===== config.mk =====
export PLATFORM = sky130hd
export DESIGN_NAME = pixel_mem_arbiter
export DESIGN_NICKNAME = d
export VERILOG_FILES = /design/src/rtl/pixel_mem_arbiter.sv
export SDC_FILE = /design/constraint.sdc
export NUM_CORES = 1
export LEC_CHECK = 0
export ABC_CLOCK_PERIOD_IN_PS = 2100
export BUFFER_PORTS_ARGS = -buffer_cell sky130_fd_sc_hd__buf_2
export CAP_MARGIN = 5
export CORE_MARGIN = 2
export CORE_UTILIZATION = 35
export DETAILED_ROUTE_END_ITERATION = 16
export GPL_ROUTABILITY_DRIVEN = 0
export PLACE_DENSITY = 0.66
export SLEW_MARGIN = 20
export SYNTH_ARGS = -nofsm -noshare
export SYNTH_HDL_FRONTEND = slang
export SYNTH_SLANG_ARGS = --single-unit

===== constraint.sdc =====
create_clock -name clk -period 2.1 [get_ports clk]
set_input_delay 0.315 -clock clk [delete_from_list [all_inputs] [get_ports clk]]
set_output_delay 0.315 -clock clk [all_outputs]
set_load 0.05 [all_outputs]

===== src/rtl/pixel_mem_arbiter.sv =====
// Round-robin arbiter granting bla, fill and alpha pixel engines access to the
// single frame-buffer SRAM port with a fixed-length strobe and a one-cycle ack.
module pixel_mem_arbiter #(
  parameter int ADDR_W        = 19,
  parameter int DATA_W        = 24,
  parameter int ACCESS_CYCLES = 2
) (
  input  logic              clk,
  input  logic              n_rst,
  input  logic              bla_req,
  input  logic [ADDR_W-1:0] bla_addr,
  input  logic [DATA_W-1:0] bla_wdata,
  input  logic              fill_req,
  input  logic [ADDR_W-1:0] fill_addr,
  input  logic [DATA_W-1:0] fill_wdata,
  input  logic              alpha_req,
  input  logic              alpha_rw,
  input  logic [ADDR_W-1:0] alpha_addr,
  input  logic [DATA_W-1:0] alpha_wdata,
  input  logic [DATA_W-1:0] sram_rdata,
  output logic              bla_ack,
  output logic              fill_ack,
  output logic              alpha_ack,
  output logic [DATA_W-1:0] rdata,
  output logic [ADDR_W-1:0] sram_addr,
  output logic [DATA_W-1:0] sram_wdata,
  output logic              sram_wen,
  output logic              sram_ren,
  output logic              busy
);

  typedef enum logic [1:0] {IDLE, ACCESS, ACK} state_t;
  typedef enum logic [1:0] {OWN_BLA, OWN_FILL, OWN_ALPHA} owner_t;

  localparam logic [3:0] CNT_LOAD = 4'(ACCESS_CYCLES - 1);

  state_t              state_q, state_d;
  owner_t              owner_q, owner_d;
  owner_t              last_q, last_d;
  logic [3:0]          cnt_q, cnt_d;
  logic [ADDR_W-1:0]   addr_q, addr_d;
  logic [DATA_W-1:0]   wdata_q, wdata_d;
  logic                rw_q, rw_d;
  logic [DATA_W-1:0]   rdata_q, rdata_d;

  owner_t              grant;
  logic                grant_vld;

  // Search order starts at the requester after the previous winner.
  always_comb begin
    grant     = OWN_BLA;
    grant_vld = 1'b0;
    unique case (last_q)
      OWN_BLA: begin
        if (fill_req)       begin grant = OWN_FILL;  grant_vld = 1'b1; end
        else if (alpha_req) begin grant = OWN_ALPHA; grant_vld = 1'b1; end
        else if (bla_req)   begin grant = OWN_BLA;   grant_vld = 1'b1; end
      end
      OWN_FILL: begin
        if (alpha_req)      begin grant = OWN_ALPHA; grant_vld = 1'b1; end
        else if (bla_req)   begin grant = OWN_BLA;   grant_vld = 1'b1; end
        else if (fill_req)  begin grant = OWN_FILL;  grant_vld = 1'b1; end
      end
      default: begin
        if (bla_req)        begin grant = OWN_BLA;   grant_vld = 1'b1; end
        else if (fill_req)  begin grant = OWN_FILL;  grant_vld = 1'b1; end
        else if (alpha_req) begin grant = OWN_ALPHA; grant_vld = 1'b1; end
      end
    endcase
  end

  always_comb begin
    state_d = state_q;
    owner_d = owner_q;
    last_d  = last_q;
    cnt_d   = cnt_q;
    addr_d  = addr_q;
    wdata_d = wdata_q;
    rw_d    = rw_q;
    rdata_d = rdata_q;
    unique case (state_q)
      IDLE: begin
        if (grant_vld) begin
          owner_d = grant;
          cnt_d   = CNT_LOAD;
          state_d = ACCESS;
          unique case (grant)
            OWN_BLA: begin
              addr_d  = bla_addr;
              wdata_d = bla_wdata;
              rw_d    = 1'b0;
            end
            OWN_FILL: begin
              addr_d  = fill_addr;
              wdata_d = fill_wdata;
              rw_d    = 1'b0;
            end
            default: begin
              addr_d  = alpha_addr;
              wdata_d = alpha_wdata;
              rw_d    = alpha_rw;
            end
          endcase
        end
      end
      ACCESS: begin
        if (cnt_q == 4'd0) begin
          if (rw_q) rdata_d = sram_rdata;
          state_d = ACK;
        end else begin
          cnt_d = cnt_q - 4'd1;
        end
      end
      default: begin
        last_d  = owner_q;
        state_d = IDLE;
      end
    endcase
  end

  always_ff @(posedge clk or negedge n_rst) begin
    if (!n_rst) begin
      state_q <= IDLE;
      owner_q <= OWN_BLA;
      last_q  <= OWN_ALPHA;
      cnt_q   <= '0;
      addr_q  <= '0;
      wdata_q <= '0;
      rw_q    <= 1'b0;
      rdata_q <= '0;
    end else begin
      state_q <= state_d;
      owner_q <= owner_d;
      last_q  <= last_d;
      cnt_q   <= cnt_d;
      addr_q  <= addr_d;
      wdata_q <= wdata_d;
      rw_q    <= rw_d;
      rdata_q <= rdata_d;
    end
  end

  // Outputs decode from registered state only, so requests never reach them combinationally.
  always_comb begin
    sram_wen   = (state_q == ACCESS) && !rw_q;
    sram_ren   = (state_q == ACCESS) && rw_q;
    sram_addr  = (state_q == ACCESS) ? addr_q  : '0;
    sram_wdata = (state_q == ACCESS) ? wdata_q : '0;
    bla_ack    = (state_q == ACK) && (owner_q == OWN_BLA);
    fill_ack   = (state_q == ACK) && (owner_q == OWN_FILL);
    alpha_ack  = (state_q == ACK) && (owner_q == OWN_ALPHA);
    busy       = (state_q != IDLE);
    rdata      = rdata_q;
  end

endmodule


==> metrics list, run 1 <==
* Status: finished clean
- Synthesis handed over a netlist of 404 instances.
* Starting density of the core: 36.0%
* Min-delay src: sram_rdata[16]
* Register share of total power: approximately a quarter
- The floorplan step set the die height to 113 µm.
- The worst register-to-register path begins at cnt_q[0].
* Synth Area in Simple Gates: ~14%
- Maximum net fanout on the critical path: 25
- Data on the critical path arrives at its endpoint at 1680 ps.
* Share of the clock period used by the worst path after layout: 95.2%
- Area grow syn2layout: 39.8%
- Via count of the first global-routing pass: around 4300
* Capturing element type of the critical path: output port
- R2R Setup Slk: about 160 ps
- For this design the static power due to leakage is 2.82 nW.
* Wire length per cell: 16.6 µm
- Post-Synthesis Cell Area: 4130 µm²
- The number of hold-slack violations in the final timing report came to 0.
* Total Power Consumption: ~11 mW
* Post-synth cell types: 31
* Worst hold path cell count: 2
* Compound-Gate Fraction of Synth Area: 22.7%
* Ratio of cells with drive above 1 in the final layout: a little under half
* Pin count of the biggest net entering global routing: 47
- Most frequent standard cell in the layout excluding fill and tap cells: sky130_fd_sc_hd__buf_2
* First-pass DRT Iterations: 4
* Combined global-route utilization of all metal layers: 20.0%
- Transition at the pin with the smallest max-transition slack: 683 ps
- Core Rows: 39
- Synth Warn #: 0
- Counting tap cells, the placed design contains a total of 751 instances.
- Ports: 232
- Buffers added on ports: 231
* Die footprint: 12700 µm²
* Post-CTS Resized: 0
- In this run the number of cells on the critical path is 4.
* Routed Antenna Nets: 0
* Setup CP Type: flop to output port
* Nets in the synthesized netlist: about 570
* DRC violation count after routing: 0
* DR vias/cell: 5.38
- Clock latency on the worst-skew pair, taken at its later pin, is approximately 340 ps.
- Summing the areas of all fa, ha and maj instances in the mapped netlist gives 0.606% of the synthesized area.
* Dominant combinational cell family by area after synthesis: compound AO/OA/AOI/OAI gates
* Number of antenna violations at the first check in global routing: 0
- DP Wirelength: 8750 µm
* Final wirelength: approximately 13000 µm
* Worst reg2reg path endpoint: rdata[15]
- For the final database, setup skew stands at 5.92 ps.
- The smallest clock period supported by the final layout is computed as ~2000 ps.
- The clock drives 78 sinks.
* Most used cells in the layout excluding fill and tap cells: sky130_fd_sc_hd__buf_2, sky130_fd_sc_hd__dfrtp_1, sky130_fd_sc_hd__nor2_1
- Mux contribution to synthesized area: 9.46%
- In this run, the number of DRC markers left after iteration 0 of detailed routing was 275.
- Critical path buffers and inverters: 2
- Total global routing overflow: 0
* Path type of the worst min-delay path: primary input to flop
* Crit path cell chain: nor2b_2, buf_4, and2_1, buf_2
* Relative slew margins: 54.3%
* Antenna diodes: 0
- Sequential cell area fraction in the yosys report: 47.3%
- No sink is reached through more buffers than the 2 on the longest clock path.
- The slowest stage of the critical path is the sky130_fd_sc_hd__dfrtp_1 cell.
* Layout net count: 782
- Buffers inserted during clock tree synthesis total 9.
- The worst register-to-register path has a depth of 6.
* Max Fclk: 500 MHz
- Cells fill 50.3% of the core in the end.
* Cell Int Power: 5.13 mW
- Across the VDD grid, the largest voltage drop is 1.44 mV.
- The H-tree was split into 3 levels.
- The synthesized netlist devotes 0.424% of its cell area to XOR and XNOR gates.
* Post-Layout Cell Count: between 700 and 800
- Unrepaired setup endpoints after global routing: true
- Of the total power, the clock network draws 13.1%.
- For hold timing, the worst endpoint is rdata[16].
* Power per Cell Area: 1910 nW/µm²
- Net Sw Frac: 53.6%
- The first global-routing pass estimated 20400 µm of wire.
* Maximum cell stage delay along the critical path: 450 ps
* Routed via count: 4139
- The worst setup path is launched from a flop.
- Combinational logic is responsible for 63.3% of the overall power.
* Largest delay contributor family on the critical path: buffers and inverters
- After clock tree synthesis, the clock-pin slew on the worst setup and hold paths is 60 ps.
- Placeable core region: 11500 µm²
- The synthesized design contains 78 register bits.
- Required time reported for the critical path endpoint: 1780 ps
* Clk Tree Root Cell: sky130_fd_sc_hd__clkbuf_16
- Width of the chip: 113 µm
* Clock tree from TritonCTS: built
* Syn Area/Cell: 10.2 µm²
- Setup violations remaining at the end of the flow were counted as 0.
- Net switching power of the design: 5.91 mW
- The tool flagged a number of max-cap violations equal to 0.
* Final slew viol count: 0
-- registers in the layout, summed over array words and instances, names as in the netlist --
register / count
wdata_q: 24
cnt_q: 4
addr_q: 19
last_q: 2
owner_q: 2
rdata: 24
rw_q: 1
state_q: 2
-- Yosys cell counts --
master | n | area [µm²]
sky130_fd_sc_hd__dfstp_2 | 1 | 26.3
sky130_fd_sc_hd__nor2b_1 | 3 | 18.8
sky130_fd_sc_hd__and2_1 | 44 | 275
sky130_fd_sc_hd__nor2_8 | 1 | 20.0
sky130_fd_sc_hd__a21oi_1 | 43 | 215
sky130_fd_sc_hd__nand2b_1 | 2 | 12.5
sky130_fd_sc_hd__dfrtp_1 | 77 | 1930
sky130_fd_sc_hd__o21ai_2 | 1 | 8.76
sky130_fd_sc_hd__mux2_2 | 4 | 45.0
sky130_fd_sc_hd__a32oi_1 | 43 | 377
sky130_fd_sc_hd__nor3b_1 | 2 | 15.0
sky130_fd_sc_hd__nor3_1 | 2 | 10.0
sky130_fd_sc_hd__a21boi_0 | 1 | 7.51
sky130_fd_sc_hd__o22ai_2 | 2 | 25.0
sky130_fd_sc_hd__a31oi_1 | 43 | 269
sky130_fd_sc_hd__o31a_1 | 1 | 8.76
sky130_fd_sc_hd__a22o_1 | 1 | 8.76
sky130_fd_sc_hd__a32o_1 | 1 | 10.0
sky130_fd_sc_hd__ha_1 | 2 | 25.0
sky130_fd_sc_hd__or3b_1 | 1 | 8.76
sky130_fd_sc_hd__clkbuf_1 | 18 | 67.6
sky130_fd_sc_hd__o31ai_1 | 1 | 7.51
sky130_fd_sc_hd__mux2_1 | 4 | 45.0
sky130_fd_sc_hd__nand3_1 | 3 | 15.0
sky130_fd_sc_hd__mux2_4 | 20 | 300
sky130_fd_sc_hd__buf_12 | 2 | 40.0
sky130_fd_sc_hd__nand2_1 | 6 | 22.5
sky130_fd_sc_hd__xor2_1 | 2 | 17.5
sky130_fd_sc_hd__buf_2 | 20 | 100
sky130_fd_sc_hd__inv_1 | 4 | 15.0
sky130_fd_sc_hd__nor2_1 | 49 | 184
-- repair_timing --
item / 4_1_cts / 5_1_grt
endpoints found under the hold margin: 39 / 0
setup endpoints to repair: 0 / 2
buffers inserted: 0 / 0
hold buffers: 1 / 0
-- routing by layer --
metal	wire length, µm	track usage, %	part of all wire [%]	vias up
met5	0	0	0	-
met4	129	5.04	1.0	0
met3	1120	6.53	8.8	12
met2	6380	34.9	50	216
met1	5100	23.8	40	1984
li1	-	-	-	1927
-- logic make-up (layout without fill, tap and decap cells) --
group / after synthesis / count (layout)
AOI/OAI and AO/OA: 137 / 137
muxes: 28 / 28
adders and majority gates: 2 / 2
and+or+nand+nor: 113 / 113
buffers and inverters: 44 / 266
DFF: 78 / 78
xor gates and xnor gates: 2 / 2
-- through the flow --
step,worst slack (ps),hold WS [ps],TNS [ps],cell area [µm²]
after floorplan,67.2,19.4,0,4130
after global placement,126,343,0,5460
after detailed placement,73.9,344,0,5460
after CTS,59.4,175,0,5740
after global routing,-18.1,184,-23.0,5770
final,101,192,0,5770
-- worst reg2reg max path, stage by stage, from the launching register on --
cell                      delay, ps
sky130_fd_sc_hd__dfrtp_1        380
sky130_fd_sc_hd__inv_1          110
sky130_fd_sc_hd__ha_1           150
sky130_fd_sc_hd__or3b_1         490
sky130_fd_sc_hd__nor2_8         140
sky130_fd_sc_hd__buf_12         210
sky130_fd_sc_hd__mux2_1         350
-- final cells by class --
| cell class | count | area, µm² |
|---|---|---|
| clock inverter | 6 | 37.5 |
| timing repair buffer | 246 | 1360 |
| sequential | 78 | 1950 |
| multi-input combinational | 282 | 1990 |
| fill | 1057 | 5700 |
| clock buffer | 10 | 239 |
| inverter | 4 | 15.0 |
| tap | 143 | 179 |
-- power groups by stage --
stage / sequential (mW) / combinational (mW) / clock [mW]
3_5_place_dp: 2.64 / 6.98 / 0
6_report: 2.60 / 6.99 / 1.45
4_1_cts: 2.61 / 7.01 / 1.50
5_1_grt: 2.70 / 7.46 / 1.55
2_1_floorplan: 3.22 / 4.64 / 0
3_3_place_gp: 2.59 / 6.94 / 0
-- worst max path at each step --
stage	from	to	slack (ps)
global placement	bla_req	wdata_q[0]	130
detailed placement	bla_req	wdata_q[17]	70
CTS	state_q[1]	sram_addr[10]	60
floorplan	state_q[0]	fill_ack	70
global route	state_q[1]	sram_wdata[2]	-20
finish	state_q[1]	sram_addr[10]	100
(Power assumes the default switching activity.)
==> inputs of run 2 (changes only) <==
Settings changed: ABC_AREA set to 1, PLACE_DENSITY 0.66 to unset.
==> run 2 against run 1 <==
Against the previous run: the run now ends with hold timing left; sequential share of layout area decreased by 3.1 points; total power grew 13%; via count grew 19%; fmax rose by 0.38%; synthesized cell count up 70%; area after synthesis rose by 11%; clock skew hardly changed; non-clock buffer count unchanged; wire length rose by 7.2%; final cell count increased by 40%; count of clock-buffer cells in the layout fell by 1; sequential power rose by 4%; critical path type unchanged; largest power group unchanged.
==> metrics list, run 2 <==
* Most used DFF post-synth: sky130_fd_sc_hd__dfrtp_1
- The final route contains 4908 vias.
- In the routed layout, each cell is associated on average with a via count of approximately 4.6.
- Crit path launch type: flop
* Post-synth cell types: 26
* Nets in the synthesized netlist: 846
- Die footprint: 14100 µm²
- Across the VDD grid, the largest voltage drop is 0.885 mV.
- After routing the design area is 6360 µm².
- Clock tree from TritonCTS: built
- Top cell type by total area after synthesis: sky130_fd_sc_hd__dfrtp_1
- Sequential cells were found to cover 42.4% of the synthesized design area.
* Power per Cell Area: roughly 2000 nW/µm²
- In this run the biggest area consumer among cell types represents 41.9% of the synthesized area.
- The die is 119 µm tall.
- Counting every sink on the clock net gives between 70 and 80.
* Pleak: 3.61 nW
* Hold Buf Count CTS: 0
- Final worst hold slack: -41.9 ps
- Critical path's slowest cell: sky130_fd_sc_hd__dfrtp_1
- The floorplan step set the die width to 119 µm.
- Maximum net fanout on the critical path: 16
- For this configuration, the core starts out at a cell density of between 30% and 40%.
- In the synthesized netlist the async set-or-reset flop fraction comes to between 90% and 100%.
- No sink is reached through more buffers than the 2 on the longest clock path.
- Combined area of the multi-input logic cells: 2200 µm²
- Port buffering added 231 buffers.
- Placed cell area: 5910 µm²
- Yosys instantiated no cell more often than sky130_fd_sc_hd__nand2_1.
- Derived from the worst setup path, the maximum achievable clock frequency is about 500 MHz.
* DRC violation count after routing: 0
- #FFs+latches synth: 78
- Ports: around 230
- The number of clock buffers added by TritonCTS is 9.
- Most used cells in the layout excluding fill and tap cells: sky130_fd_sc_hd__buf_2, sky130_fd_sc_hd__nand2_1, sky130_fd_sc_hd__nor2_1
* Transition at the pin with the smallest max-transition slack: 676 ps
* Unrepaired setup endpoints after global routing: false
- After technology mapping, the gate count stands at approximately 690.
* First-pass DRT Iterations: 5
- The core region is 12700 µm².
* Failing checks: hold timing
* Count of filler cells inserted in the layout: 1372
- Path type of the worst min-delay path: primary input to async pin
- Total global routing overflow: 0
- Cells fill about half of the core in the end.
- Summed negative setup slack over all endpoints: 0 ps
* First-pass GRT wire length: 22200 µm
- Antenna diodes: 0
* Status: finished, violations left
- Total power for the finished layout comes to ~13 mW.
- In the final design database the tool counted 1061 nets.
- The wire-length estimate of the detail-placed layout is roughly 9900 µm.
- In this run the remaining antenna-violating nets after routing total 0.
- The tree is rooted in a sky130_fd_sc_hd__clkbuf_16.
- In this run, synthesis inferred 0 flip-flops with an integrated enable.
- Mux contribution to synthesized area: 0%
* Clock-pin slew of the registers on the worst-case setup and hold paths: 60 ps
* Final wirelength: 13700 µm
- Number of endpoints failing setup at the final stage: 0
- After Yosys synthesis, full adders, half adders and majority gates account for 0.544% of the synthesized area.
* Final hold vios: 15
- At the worst endpoint, the required time is 1780 ps.
- Syn Area/Cell: 6.72 µm²
- During synthesis, Yosys emitted a total of 0 warnings.
* Most frequent standard cell in the layout excluding fill and tap cells: sky130_fd_sc_hd__buf_2
- Synth Area in Simple Gates: 44.3%
* Share of the clock period used by the worst path after layout: 94.8%
- Registers take 1950 µm².
- The H-tree was split into 3 levels.
* Maximum cell stage delay along the critical path: approximately 460 ps
* Wire length per cell: 12.7 µm
- The clock reaches the later pin of the worst-skew pair after ~340 ps.
- Entering global routing, the biggest net connects 79 pins.
- The number of global-route vias before repair is about 4500.
- The initial antenna violation count is 0.
- The critical path is of the flop to output port type.
* Synth Area in XOR/XNOR: 0.190%
- Between clock sinks in the finished design, the worst skew comes to roughly 5.7 ps.
* Capturing element type of the critical path: output port
- Area grow syn2layout: 38.1%
- Post-Synthesis Cell Area: 4600 µm²
* Max-cap viol count: 0
* Synth top area cells: sky130_fd_sc_hd__dfrtp_1, sky130_fd_sc_hd__nand2_1, sky130_fd_sc_hd__nor2_1
* Initial DRC count: 317
- Combined global-route utilization of all metal layers: 19.6%
* Leading post-synthesis cells by instance count: sky130_fd_sc_hd__nand2_1, sky130_fd_sc_hd__nor2_1, sky130_fd_sc_hd__nand3_1
- The worst register-to-register path has a depth of 8.
- After floorplanning, the core was divided into 41 placement rows.
- STA puts the critical path data arrival time at about 1700 ps.
* Crit path cell chain: nor2_4, inv_4, buf_4, nor2_1, buf_2
* Final slew viol count: 0
- Relative slew margins: 54.8%
* Compound-Gate Fraction of Synth Area: 2.09%
* Final critical-path required period: 1990 ps
- Dominant combinational cell family by area after synthesis: simple AND/OR/NAND/NOR gates
- Ratio of cells with drive above 1 in the final layout: between 30% and 40%
[run 2: cell count changes after synthesis, moves of 8 or more]
| cell | change |
|---|---|
| sky130_fd_sc_hd__nand2_1 | +180 |
| sky130_fd_sc_hd__inv_1 | +48 |
| sky130_fd_sc_hd__nand3_1 | +111 |
| sky130_fd_sc_hd__nor2_1 | +131 |
| sky130_fd_sc_hd__a31oi_1 | -43 |
| sky130_fd_sc_hd__clkbuf_1 | -13 |
| sky130_fd_sc_hd__mux2_4 | -20 |
| sky130_fd_sc_hd__a21oi_1 | -42 |
| sky130_fd_sc_hd__buf_6 | +8 |
| sky130_fd_sc_hd__a32oi_1 | -43 |
| sky130_fd_sc_hd__and2_1 | -44 |
[run 2: cells by family (layout without fill, tap and decap cells)]
group / Yosys count / count (layout)
fa+ha+maj: 2 / 2
xor+xnor: 1 / 1
buf+inv: 99 / 319
compound gates: 13 / 13
simple gates: 492 / 492
flops: 78 / 78
[run 2: report_power, final]
group	switching [mW]	internal [mW]	total, mW
registers	0.414	2.28	2.70
clock network	0.644	1.29	1.93
logic	5.79	2.11	7.89
[run 2: worst paths after layout]
| path | startpoint | endpoint | slack [ps] |
|---|---|---|---|
| min in group clk | sram_rdata[9] | rdata[9] | 210 |
| worst max-delay path | state_q[1] | sram_addr[8] | 110 |
| worst min-delay path | n_rst | wdata_q[12] | -40 |
| worst max register to register | last_q[1] | wdata_q[19] | 340 |
| max in group asynchronous | n_rst | wdata_q[20] | 1740 |
| worst min register to register | rdata[8] | rdata[8] | 460 |
[run 2: layer usage]
metal | vias up | share of wire, % | GRT usage (%)
met5 | - | 0 | 0
met4 | 0 | 1.2 | 5.80
met1 | 2165 | 46 | 26.2
li1 | 2544 | - | -
met3 | 12 | 7.4 | 4.39
met2 | 187 | 46 | 31.6
[run 2: layout make-up]
class | count | area share [%]
Multi-Input combinational cell | 508 | 34.6
Timing Repair Buffer | 246 | 22.1
Clock inverter | 7 | 2.28
Sequential cell | 78 | 30.7
Tap cell | 172 | 3.39
Clock buffer | 9 | 3.54
Inverter | 57 | 3.40
[run 2: per-stage QoR]
step           std cells  worst slack, ps
6_report            1077              109
5_1_grt             1077             17.3
4_1_cts             1077            0.889
3_5_place_dp        1061              326
3_3_place_gp        1059             88.5
2_1_floorplan        685              126
[run 2: repair_timing]
action	in CTS	in global routing
cloned	0	0
hold endpoints to repair	0	0
endpoints found under the setup margin	23	34
resized for setup	23	7
setup buffers	0	0
[run 2: critical path: cells and delay by family, from the launching register on]
kind	cells	cell delay, ps
buf+inv	3	590
flops	1	460
simple gates	2	280
